===== src/rtl/tx_ll_frame_arbiter.sv =====
// Frame-granular round-robin arbiter for up to four local-link sources feeding one TX FIFO port.
// A grant is held until the frame's EOF beat. Frames that begin without SOF are swallowed and flagged.
module tx_ll_frame_arbiter #(
  parameter int N_SRC = 4
) (
  input  logic               tx_ll_clock,
  input  logic               tx_ll_reset,
  input  logic [8*N_SRC-1:0] src_data,
  input  logic [N_SRC-1:0]   src_sof_n,
  input  logic [N_SRC-1:0]   src_eof_n,
  input  logic [N_SRC-1:0]   src_src_rdy_n,
  output logic [N_SRC-1:0]   src_dst_rdy_n,
  output logic [7:0]         tx_ll_data_out,
  output logic               tx_ll_sof_out_n,
  output logic               tx_ll_eof_out_n,
  output logic               tx_ll_src_rdy_out_n,
  input  logic               tx_ll_dst_rdy_in_n,
  output logic [1:0]         grant_id,
  output logic               busy,
  output logic [15:0]        frame_count,
  output logic [N_SRC-1:0]   sof_error,
  input  logic               clr_stats
);

  typedef enum logic [1:0] {IDLE, XFER, DROP} state_t;

  state_t             state_reg;
  logic [1:0]         grant_reg;
  logic [1:0]         last_grant_reg;
  logic               first_beat_reg;
  logic [15:0]        frame_count_reg;
  logic [N_SRC-1:0]   sof_error_reg;

  logic [7:0]         src_data_arr [N_SRC];
  logic [7:0]         g_data;
  logic               g_sof_n;
  logic               g_eof_n;
  logic               g_src_rdy_n;
  logic               bad_sof;
  logic               pass;
  logic               consume;
  logic               gnt_dst_rdy_n;
  logic               fwd_xfer;
  logic               eat_beat;
  logic               frame_done;
  logic               win_found;
  logic [1:0]         win_idx;
  logic [1:0]         cand;

  for (genvar gi = 0; gi < N_SRC; gi++) begin : g_src
    assign src_data_arr[gi]  = src_data[8*gi +: 8];
    assign src_dst_rdy_n[gi] = (state_reg != IDLE && grant_reg == 2'(gi)) ? gnt_dst_rdy_n : 1'b1;
  end

  assign g_data      = src_data_arr[grant_reg];
  assign g_sof_n     = src_sof_n[grant_reg];
  assign g_eof_n     = src_eof_n[grant_reg];
  assign g_src_rdy_n = src_src_rdy_n[grant_reg];

  // A first beat lacking SOF is consumed but never reaches the FIFO.
  assign bad_sof    = (state_reg == XFER) && first_beat_reg && g_sof_n;
  assign pass       = (state_reg == XFER) && !bad_sof;
  assign consume    = bad_sof || (state_reg == DROP);
  assign fwd_xfer   = pass && !g_src_rdy_n && !tx_ll_dst_rdy_in_n;
  assign eat_beat   = consume && !g_src_rdy_n;
  assign frame_done = fwd_xfer && !g_eof_n;

  always_comb begin
    tx_ll_data_out      = 8'h00;
    tx_ll_sof_out_n     = 1'b1;
    tx_ll_eof_out_n     = 1'b1;
    tx_ll_src_rdy_out_n = 1'b1;
    gnt_dst_rdy_n       = 1'b1;
    if (pass) begin
      tx_ll_data_out      = g_data;
      tx_ll_sof_out_n     = g_sof_n;
      tx_ll_eof_out_n     = g_eof_n;
      tx_ll_src_rdy_out_n = g_src_rdy_n;
      gnt_dst_rdy_n       = tx_ll_dst_rdy_in_n;
    end else if (consume) begin
      gnt_dst_rdy_n = 1'b0;
    end
  end

  // Round-robin search starting just above the most recent grant.
  always_comb begin
    win_found = 1'b0;
    win_idx   = '0;
    cand      = '0;
    for (int k = 1; k <= N_SRC; k++) begin
      cand = 2'((int'(last_grant_reg) + k) % N_SRC);
      if (!win_found && !src_src_rdy_n[cand]) begin
        win_found = 1'b1;
        win_idx   = cand;
      end
    end
  end

  always_ff @(posedge tx_ll_clock) begin
    if (tx_ll_reset) begin
      state_reg       <= IDLE;
      grant_reg       <= '0;
      last_grant_reg  <= 2'(N_SRC - 1);
      first_beat_reg  <= 1'b0;
      frame_count_reg <= '0;
      sof_error_reg   <= '0;
    end else begin
      case (state_reg)
        IDLE: begin
          if (win_found) begin
            grant_reg      <= win_idx;
            last_grant_reg <= win_idx;
            first_beat_reg <= 1'b1;
            state_reg      <= XFER;
          end
        end
        XFER: begin
          if (bad_sof) begin
            if (eat_beat) begin
              first_beat_reg <= 1'b0;
              state_reg      <= g_eof_n ? DROP : IDLE;
            end
          end else if (fwd_xfer) begin
            first_beat_reg <= 1'b0;
            if (!g_eof_n) state_reg <= IDLE;
          end
        end
        DROP: begin
          if (eat_beat && !g_eof_n) state_reg <= IDLE;
        end
        default: state_reg <= IDLE;
      endcase

      // Clearing wins over a same-cycle increment or sticky set.
      if (clr_stats) begin
        frame_count_reg <= '0;
        sof_error_reg   <= '0;
      end else begin
        if (frame_done) frame_count_reg <= frame_count_reg + 16'd1;
        if (bad_sof && eat_beat) sof_error_reg[grant_reg] <= 1'b1;
      end
    end
  end

  assign grant_id    = grant_reg;
  assign busy        = (state_reg != IDLE);
  assign frame_count = frame_count_reg;
  assign sof_error   = sof_error_reg;

endmodule


===== config.mk =====
export PLATFORM = sky130hd
export DESIGN_NAME = tx_ll_frame_arbiter
export DESIGN_NICKNAME = d
export VERILOG_FILES = /design/src/rtl/tx_ll_frame_arbiter.sv
export SDC_FILE = /design/constraint.sdc
export NUM_CORES = 1
export LEC_CHECK = 0
export ABC_AREA = 1
export CELL_PAD_IN_SITES_DETAIL_PLACEMENT = 1
export CELL_PAD_IN_SITES_GLOBAL_PLACEMENT = 1
export CORE_ASPECT_RATIO = 0.5
export CORE_MARGIN = 3
export CORE_UTILIZATION = 30
export DETAILED_ROUTE_END_ITERATION = 8
export GPL_ROUTABILITY_DRIVEN = 0
export HOLD_SLACK_MARGIN = 0.15
export PLACE_DENSITY_LB_ADDON = 0.1
export SLEW_MARGIN = 20
export SYNTH_ARGS = -nofsm -noshare
export SYNTH_HDL_FRONTEND = slang
export SYNTH_SLANG_ARGS = --single-unit

===== constraint.sdc =====
create_clock -name tx_ll_clock -period 4.3 [get_ports tx_ll_clock]
set_input_delay 1.29 -clock tx_ll_clock [delete_from_list [all_inputs] [get_ports tx_ll_clock]]
set_output_delay 1.29 -clock tx_ll_clock [all_outputs]
set_load 0.1 [all_outputs]

; After elaboration in Yosys (flattened, before gate mapping)
; Index checks and enable logic that the tools add are counted.
[op_classes]
muxes = 50
shift = 0
magnitude_cmp = 7
eq_ne = 10
div_mod_pow = 0
n_bitwise = 2
mul = 0
addsub = 5
n_reduce_logical = 35
[op_table]
columns = operator, count
row1 = 1-bit two-way mux, 25
row2 = 8-bit two-way mux, 3
row3 = 2-bit two-way mux, 11
row4 = 1-bit logical AND, 17
row5 = 16-bit by 1-bit adder with 16-bit output (second input constant), 1
row6 = 8-bit binary-select mux with 2-bit select, 1
row7 = 2-bit by 3-bit less-than comparator with 1-bit output (second input constant), 5
row8 = 1-bit binary-select mux with 2-bit select, 7
row9 = 1-bit logical NOT, 9
row10 = 3-bit inequality test (second input constant), 3
row11 = 2-bit == test (second input constant), 3
row12 = 2-bit case mux with 3 select lines, 1
row13 = 5-bit AND reduction, 1
row14 = 2-bit by 1-bit adder with 2-bit output (second input constant), 2
row15 = 2-bit adder (second input constant), 2
row16 = 2-bit by 1-bit == test with 1-bit output (second input constant), 2
row17 = 2-bit logical NOT, 2
row18 = 4-bit OR, 1
row19 = 4-bit AND reduction, 1
row20 = 2-bit nonzero test, 2
row21 = 3-bit >= comparator (second input constant), 1
row22 = 2-bit NOT with 3-bit output, 1
row23 = 1-bit demux with 2-bit select, 1
row24 = 2-bit by 1-bit >= comparator with 1-bit output (second input constant), 1
row25 = other kinds (6), 6
[word_totals]
latch_bits = 0
regBits = 27
ram_bits = 0
out_inout_bits = 38
mem_bits_ro = 0
memories = 0

; Longest topological paths before layout
; Gate-level depths: netlist of the first run.
[depth]
word_depth = 14
depth_mapped = 13
mapped_depth_nobuf = 13

; Least setup slack after synthesis of the first run
; Ideal clock, no wire load.
[synth_path]
kind = register to output
start = register grant_reg[1] (netlist: grant_id[1])
end = output tx_ll_data_out[0]
required_ps = 3010
path_buffers = 0
arrival_ps = 3443
stages_incl_launch_ff = 5
slack_ps = -433
cell_sequence = dfxtp_1 inv_1 nor2_1 nand2_1 a31oi_1
[synth_via]
elab_chain_len = 6
word_cells_on_any_way = 10
cone_classes = mux: 6 / bitwise: 1 / reduce/logical: 3
[synth_lines]
columns = item, line_no
row1 = start: declaration, 28  ; logic [1:0] grant_reg;
row2 = start signal: assignment, 111  ; grant_reg <= win_idx;
row3 = 1-bit binary-select mux with 2-bit select, 56  ; assign g_sof_n = src_sof_n[grant_reg];
row4 = 1-bit two-way mux (not written as such), 56
row5 = 1-bit logical AND, 61  ; assign bad_sof = (state_reg == XFER) && first_beat_reg && g_sof_n;
row6 = 1-bit logical NOT, 62  ; assign pass = (state_reg == XFER) && !bad_sof;
row7 = 1-bit logical AND, 62
row8 = 8-bit two-way mux *, 74  ; if (pass) begin
row9 = end: declaration, 13  ; output logic [7:0] tx_ll_data_out,
; Every way passes the cells marked *; elsewhere a longest branch is shown, timed or not. The select of a mux whose other input is x is not followed.

; Worst setup path in the final report of the first run
[layout_path]
start = input src_sof_n[3]
end = output tx_ll_src_rdy_out_n
[layout_via]
elab_chain_len = 6
[layout_lines]
columns = item, line_no
row1 = start: declaration, 9  ; input logic [N_SRC-1:0] src_sof_n,
row2 = 1-bit binary-select mux with 2-bit select, 56
row3 = 1-bit two-way mux (not written as such), 56
row4 = 1-bit logical AND, 61
row5 = 1-bit logical NOT, 62
row6 = 1-bit logical AND, 62
row7 = 1-bit two-way mux, 74
row8 = end: declaration, 16  ; output logic tx_ll_src_rdy_out_n,
; Every way passes these cells. The select of a mux whose other input is x is not followed.

==> reports/qor.txt, run 1 <==
Largest family of logic cells by synthesized area: simple AND/OR/NAND/NOR gates
Max-slew headroom at the worst pin: 32.7%
Synthesized flop and latch total: 27
Ratio of cells with drive above 1 in the final layout: 14.5%
Seq/Total Area, Yosys: 27.0%
Power per standard cell area: 620 nW/µm²
Post-DP HPWL: 5880 µm
Layout overhead on the synthesized area: 60.0%
Cts bufs inserted: 3
RSZ-0062 raised after global routing: false
Antenna diodes: 0
Fin worst setup slack: 239 ps
Cell Area, Placed: 3120 µm²
Worst slew pin tran: 1010 ps
Synth Area in XOR/XNOR: 3.50%
Fin Setup TNS: 0 ps
Synth Instances: 324
HP Start: sof_error[1]
DR DRC count: 0
Die Area: 7760 µm²
Die Height: 63.8 µm
Tot GR Track Use: 18.5%
Mapped Nets: 373
Final Cell Area: 3210 µm²
Final hold violation count: 0
Yosys warnings: 0
Largest net degree at the start of global routing: 24
Capturing point of the worst reg2reg path: frame_count[11]
Core box area: 6260 µm²
WL/cell: 14.6 µm
CTS tree: built
Post-Synth Adder-Cell Area: 0.624%
Unique masters post-synth: 34
CP Launch Type: primary input
Multiplexer share of the synthesized area: 0%
Clk sinks: 27
WP data arrival: 2770 ps
Clock skew: 8.37 ps
Hold Slack: 470 ps
Vias in the first global route: 2,474
Largest register FFs: 16
Peak VDD IR: 0.177 mV
Register-to-register setup slack: 1650 ps
Crit path kind: in2out
Antenna-violating nets left: 0
Post-Syn Area: 2000 µm²
Non-Filler Instances: 496
H-tree depth: 1
First-pass GRT wire length: 11,700 µm
Tcrit/Tclk final: 94.4%
R2r worst-path depth: 10
Initial antenna violation count: 0
CTS root buffer: clkbuf_16
Drt pass-1 iters: 4
Final setup vio count: 0
MaxCap Viol Count: 0
Fmax: 0.246 GHz
CTS Buffer Depth: 2
DRT iter0 DRCs: 74
Clock Pin Slew Worst Setup and Hold Paths: 70 ps
Via Count: 2,403
Synth Area in Simple Gates: 43.5%
Setup crit end kind: primary output
Status: completed
Rows: 20
Max Slew Vio Count: 0
Total power draw: 1.99 mW
Worst-Skew Late Latency: 270 ps
I/O Buffers: 85
Worst Path Required: 3010 ps
Worst-path fanout max: 10
DP Cell Count: 492
Reg area: 541 µm²
Worst reg2reg path startpoint: grant_id[0]
Starting Density: 32.0%
Complex-gate fraction of the synthesized area: 16.7%
Chip width: 122 µm
Worst Hold Endpoint: sof_error[1]
Dpl ws: 129 ps
GR Util met3: 3.54%
Hold path depth: 2
Total wire length: 7230 µm
Fillers: 807
Top Ports: 86
GR Util met1: 22.6%
Syn avg cell area: 6.19 µm²
Post-CTS setup buffers: 0
Final #Nets: 458
Grt peak-use layer: met2
Multi-input combinational cell area: 1350 µm²
GRT Residual Overflow: 0
Grt met2 use: 34.0%
Final core utilization: 51.3%
Fin crit period: 4060 ps
Pleak: 1.25 nW
Vias per cell: 4.84
Hold crit path type: reg2reg
-- how the worst max path moves through the flow --
stage | startpoint | to | slack (ps) | cells after the start
4_1_cts | src_sof_n[3] | tx_ll_src_rdy_out_n | 120 | 10
5_1_grt | src_sof_n[3] | tx_ll_src_rdy_out_n | 100 | 10
3_5_place_dp | src_sof_n[3] | tx_ll_src_rdy_out_n | 130 | 10
6_report | src_sof_n[3] | tx_ll_src_rdy_out_n | 240 | 10
3_3_place_gp | src_sof_n[3] | tx_ll_eof_out_n | 200 | 10
2_1_floorplan | src_sof_n[3] | tx_ll_data_out[0] | 190 | 7
-- metal layers --
metal  wire [µm]  vias to the layer above  share of wire (%)
li1            -                     1222                  -
met1        3220                     1141                 45
met2        3690                       35                 51
met3         266                        5                3.7
met4          53                        0               0.73
met5           0                        -                  0
-- power breakdown --
part           switching (mW)  leakage (nW)  internal, mW
sequential             0.0417         0.219         0.279
clock                  0.0988        0.0415         0.129
combinational           0.998         0.990         0.443
-- worst max-delay path: stages --
cell and delay (ps):
clkdlybuf4s50_1 460, nand2_1 50, nand2_1 90, nand2_1 70, nand2_2 110, nand2_2 120, nand2_4 190, inv_1 80
nand2_1 110, buf_12 180
-- timing repair --
item / 4_1_cts / 5_1_grt
endpoints found under the setup margin: 0 / 2
gates resized for setup: 0 / 1
hold buffers: 0 / 0
hold endpoints to repair: 0 / 0
-- cell families (layout without fill, tap and decap cells) --
| logic type | count (synthesis) | after routing |
|---|---|---|
| buf+inv | 40 | 124 |
| xor+xnor | 8 | 8 |
| fa+ha+maj | 1 | 1 |
| compound gates | 52 | 52 |
| flops | 27 | 27 |
| simple gates | 196 | 196 |
-- layout by cell type, fill, tap and decap left out, types with 4 or more instances in the layout --
master,instances
a21oi_1,19
a21oi_2,5
a22oi_1,8
a31oi_2,8
buf_12,15
clkdlybuf4s50_1,68
dfxtp_1,27
inv_1,26
inv_2,7
nand2_1,109
nand2_2,8
nand3_1,25
nor2_1,38
nor3_1,5
o21ai_1,4
xnor2_1,6
-- synth_stat cells (all sizes together) --
master,count,area share [%]
a22oi,8,3.0
nand3,25,6.2
nand3b,1,0.37
nor2,41,9.0
xnor2,6,2.6
nor3b,1,0.37
nor3,6,1.7
nand2,119,24
o21ai,8,2.2
buf,4,1.9
a31oi,10,3.9
a21oi,24,6.9
dfxtp,27,27
clkbuf,1,0.19
inv,33,6.2
clkinv,2,0.37
xor2,2,0.87
nand4,3,2.0
ha,1,0.62
o211ai,2,0.75
-- cell type report --
class / count / share of cell area, %
repair buffers: 85 / 31.1
well taps: 88 / 3.43
clock inverters: 1 / 0.273
inverters: 35 / 4.10
flip-flops and latches: 27 / 16.9
clock buffers: 3 / 2.34
multi-input cells: 257 / 41.9
Note: power is estimated with default switching activity, not from simulation.
==> run 2, diff against run 1 <==
--- a/config.mk
+++ b/config.mk
@@ -12,6 +12,7 @@
 export CORE_MARGIN = 3
 export CORE_UTILIZATION = 30
 export DETAILED_ROUTE_END_ITERATION = 8
+export DONT_BUFFER_PORTS = 1
 export GPL_ROUTABILITY_DRIVEN = 0
 export HOLD_SLACK_MARGIN = 0.15
 export PLACE_DENSITY_LB_ADDON = 0.1
==> reports/qor.txt, run 2 (synthesis results as in run 1) <==
Status: completed
Clock skew: 6.23 ps (-2.13 ps)
WL/cell: 14.3 µm (-1.8%)
Fillers: 857 (+6.2%)
Final setup vio count: 0 (unchanged)
CTS Buffer Depth: 2 (unchanged)
Fmax: 0.246 GHz (about the same)
Die Area: 7760 µm² (unchanged)
Final #Nets: 393 (-14%)
Drt pass-1 iters: 4 (unchanged)
Tot GR Track Use: 16.3% (-2.2 points)
Non-Filler Instances: 431 (-13%)
Rows: 20 (unchanged)
DP Cell Count: 427 (-13%)
Initial antenna violation count: 0 (unchanged)
Antenna diodes: 0 (unchanged)
DR DRC count: 0 (unchanged)
Register-to-register setup slack: 1270 ps (-380 ps)
Die Height: 63.8 µm (unchanged)
Cts bufs inserted: 3 (unchanged)
Total power draw: 1.75 mW (-12%)
Via Count: 2,143 (-11%)
Reg area: 541 µm² (unchanged)
Ratio of cells with drive above 1 in the final layout: 18.1% (+3.6 points)
Chip width: 122 µm (unchanged)
Vias per cell: 4.97 (+2.6%)
Crit path kind: reg2out
Clock Pin Slew Worst Setup and Hold Paths: 70 ps (about the same)
Pleak: 0.943 nW (-25%)
CP Launch Type: flop
CTS root buffer: clkbuf_16
RSZ-0062 raised after global routing: false
CP startpoint: grant_id[1]
Largest net degree at the start of global routing: 24 (unchanged)
Post-CTS sizing: 0 (unchanged)
MaxCap Viol Count: 0 (unchanged)
Clk sinks: 27 (unchanged)
Tcrit/Tclk final: 94.5% (about the same)
Worst-path fanout max: 10 (unchanged)
GRT Residual Overflow: 0 (unchanged)
Worst slew pin tran: 1130 ps (+129 ps)
Worst Path Required: 3010 ps (about the same)
First-pass GRT wire length: 10,400 µm (-12%)
I/O Buffers: 0 (-100%)
Total wire length: 6170 µm (-15%)
Multi-input combinational cell area: 1340 µm² (-0.37%)
Critical Path Max Stage Delay: 990 ps (+530 ps)
Post-CTS setup buffers: 0 (unchanged)
Most frequent cells in the layout: nand2_1, nor2_1, dfxtp_1, inv_1, nand3_1
Post-DP HPWL: 5040 µm (-14%)
Leading cell type in the layout, fill and taps excluded: nand2_1
Peak VDD IR: 0.181 mV (+2.4%)
Layout overhead on the synthesized area: 17.5%
Fin crit period: 4060 ps (+1.32 ps)
Largest register FFs: 16 (unchanged)
CTS tree: built
Most frequent CP cell: buf_4
Final hold violation count: 0 (unchanged)
Setup crit end kind: primary output
WP data arrival: 2770 ps (about the same)
Max Slew Vio Count: 0 (unchanged)
Hold crit path type: reg2reg
Critical Path Slowest Stage Cell: dfxtp_1
Starting Density: 32.0% (unchanged)
Core box area: 6260 µm² (unchanged)
Worst reg2reg path startpoint: grant_id[1]
Max-slew headroom at the worst pin: 24.3% (-8.5 points)
Crit path cell chain: buf_4 > inv_1 > nor2_1 > nand2_1 > a31oi_2 > buf_4
HP Start: first_beat_reg
DRT iter0 DRCs: 84 (+14%)
Worst-Skew Late Latency: 270 ps (about the same)
Power per standard cell area: 745 nW/µm² (+20%)
Vias in the first global route: 2,204 (-11%)
Dpl ws: 514 ps (+385 ps)
Top Ports: 86 (unchanged)
H-tree depth: 1 (unchanged)
Fin Setup TNS: 0 ps (unchanged)
Antenna-violating nets left: 0 (unchanged)
CTS Hold Buffers Added: 0 (unchanged)
Fin worst setup slack: 238 ps (-1.32 ps)
-- run 2: cell count changes in the layout (fill, tap and decap cells not counted) --
cell | before | now
buf_12 | 15 | 0
buf_4 | 2 | 20
clkdlybuf4s50_1 | 68 | 0
nand2_2 | 8 | 9
nand2_4 | 2 | 1
-- run 2: final timing paths --
| check | cells after the start | endpoint |
|---|---|---|
| max reg2reg | 11 | frame_count[13] |
| min reg2reg | 2 | first_beat_reg |
| min | 2 | first_beat_reg |
| max | 6 | tx_ll_data_out[5] |
-- run 2: cell type report --
type                    instances  area share [%]
clock inverters                 1           0.372
repair buffers                 20            6.37
well taps                      88            4.67
inverters                      35            5.58
clock buffers                   3            3.19
multi-input cells             257            56.9
flip-flops and latches         27            22.9
-- run 2: critical path: cells and delay by family, from the launching register on --
kind | cells | cell delay [ps]
AOI/OAI and AO/OA | 1 | 190
and+or+nand+nor | 2 | 640
buffers and inverters | 3 | 680
DFF | 1 | 990
-- run 2: metrics by stage --
stage / utilization, % / cell area, µm² / hold slack (ps)
after floorplan: - / 2050 / 433
after global placement: 36.3 / 2270 / 447
after detailed placement: 36.3 / 2270 / 451
after CTS: 37.7 / 2360 / 464
after global routing: 37.7 / 2360 / 490
final: 37.7 / 2360 / 463
-- run 2: power breakdown --
group | total, mW | internal [mW] | switching [mW]
logic | 1.18 | 0.273 | 0.905
clock network | 0.227 | 0.129 | 0.0982
registers | 0.349 | 0.279 | 0.0706
-- run 2: metal layers --
layer	vias up	routed length, µm	global-route usage [%]
li1	1090	-	-
met1	1012	2890	20.6
met2	39	2870	27.7
met3	2	396	5.39
met4	0	17	2.23
met5	-	0	0
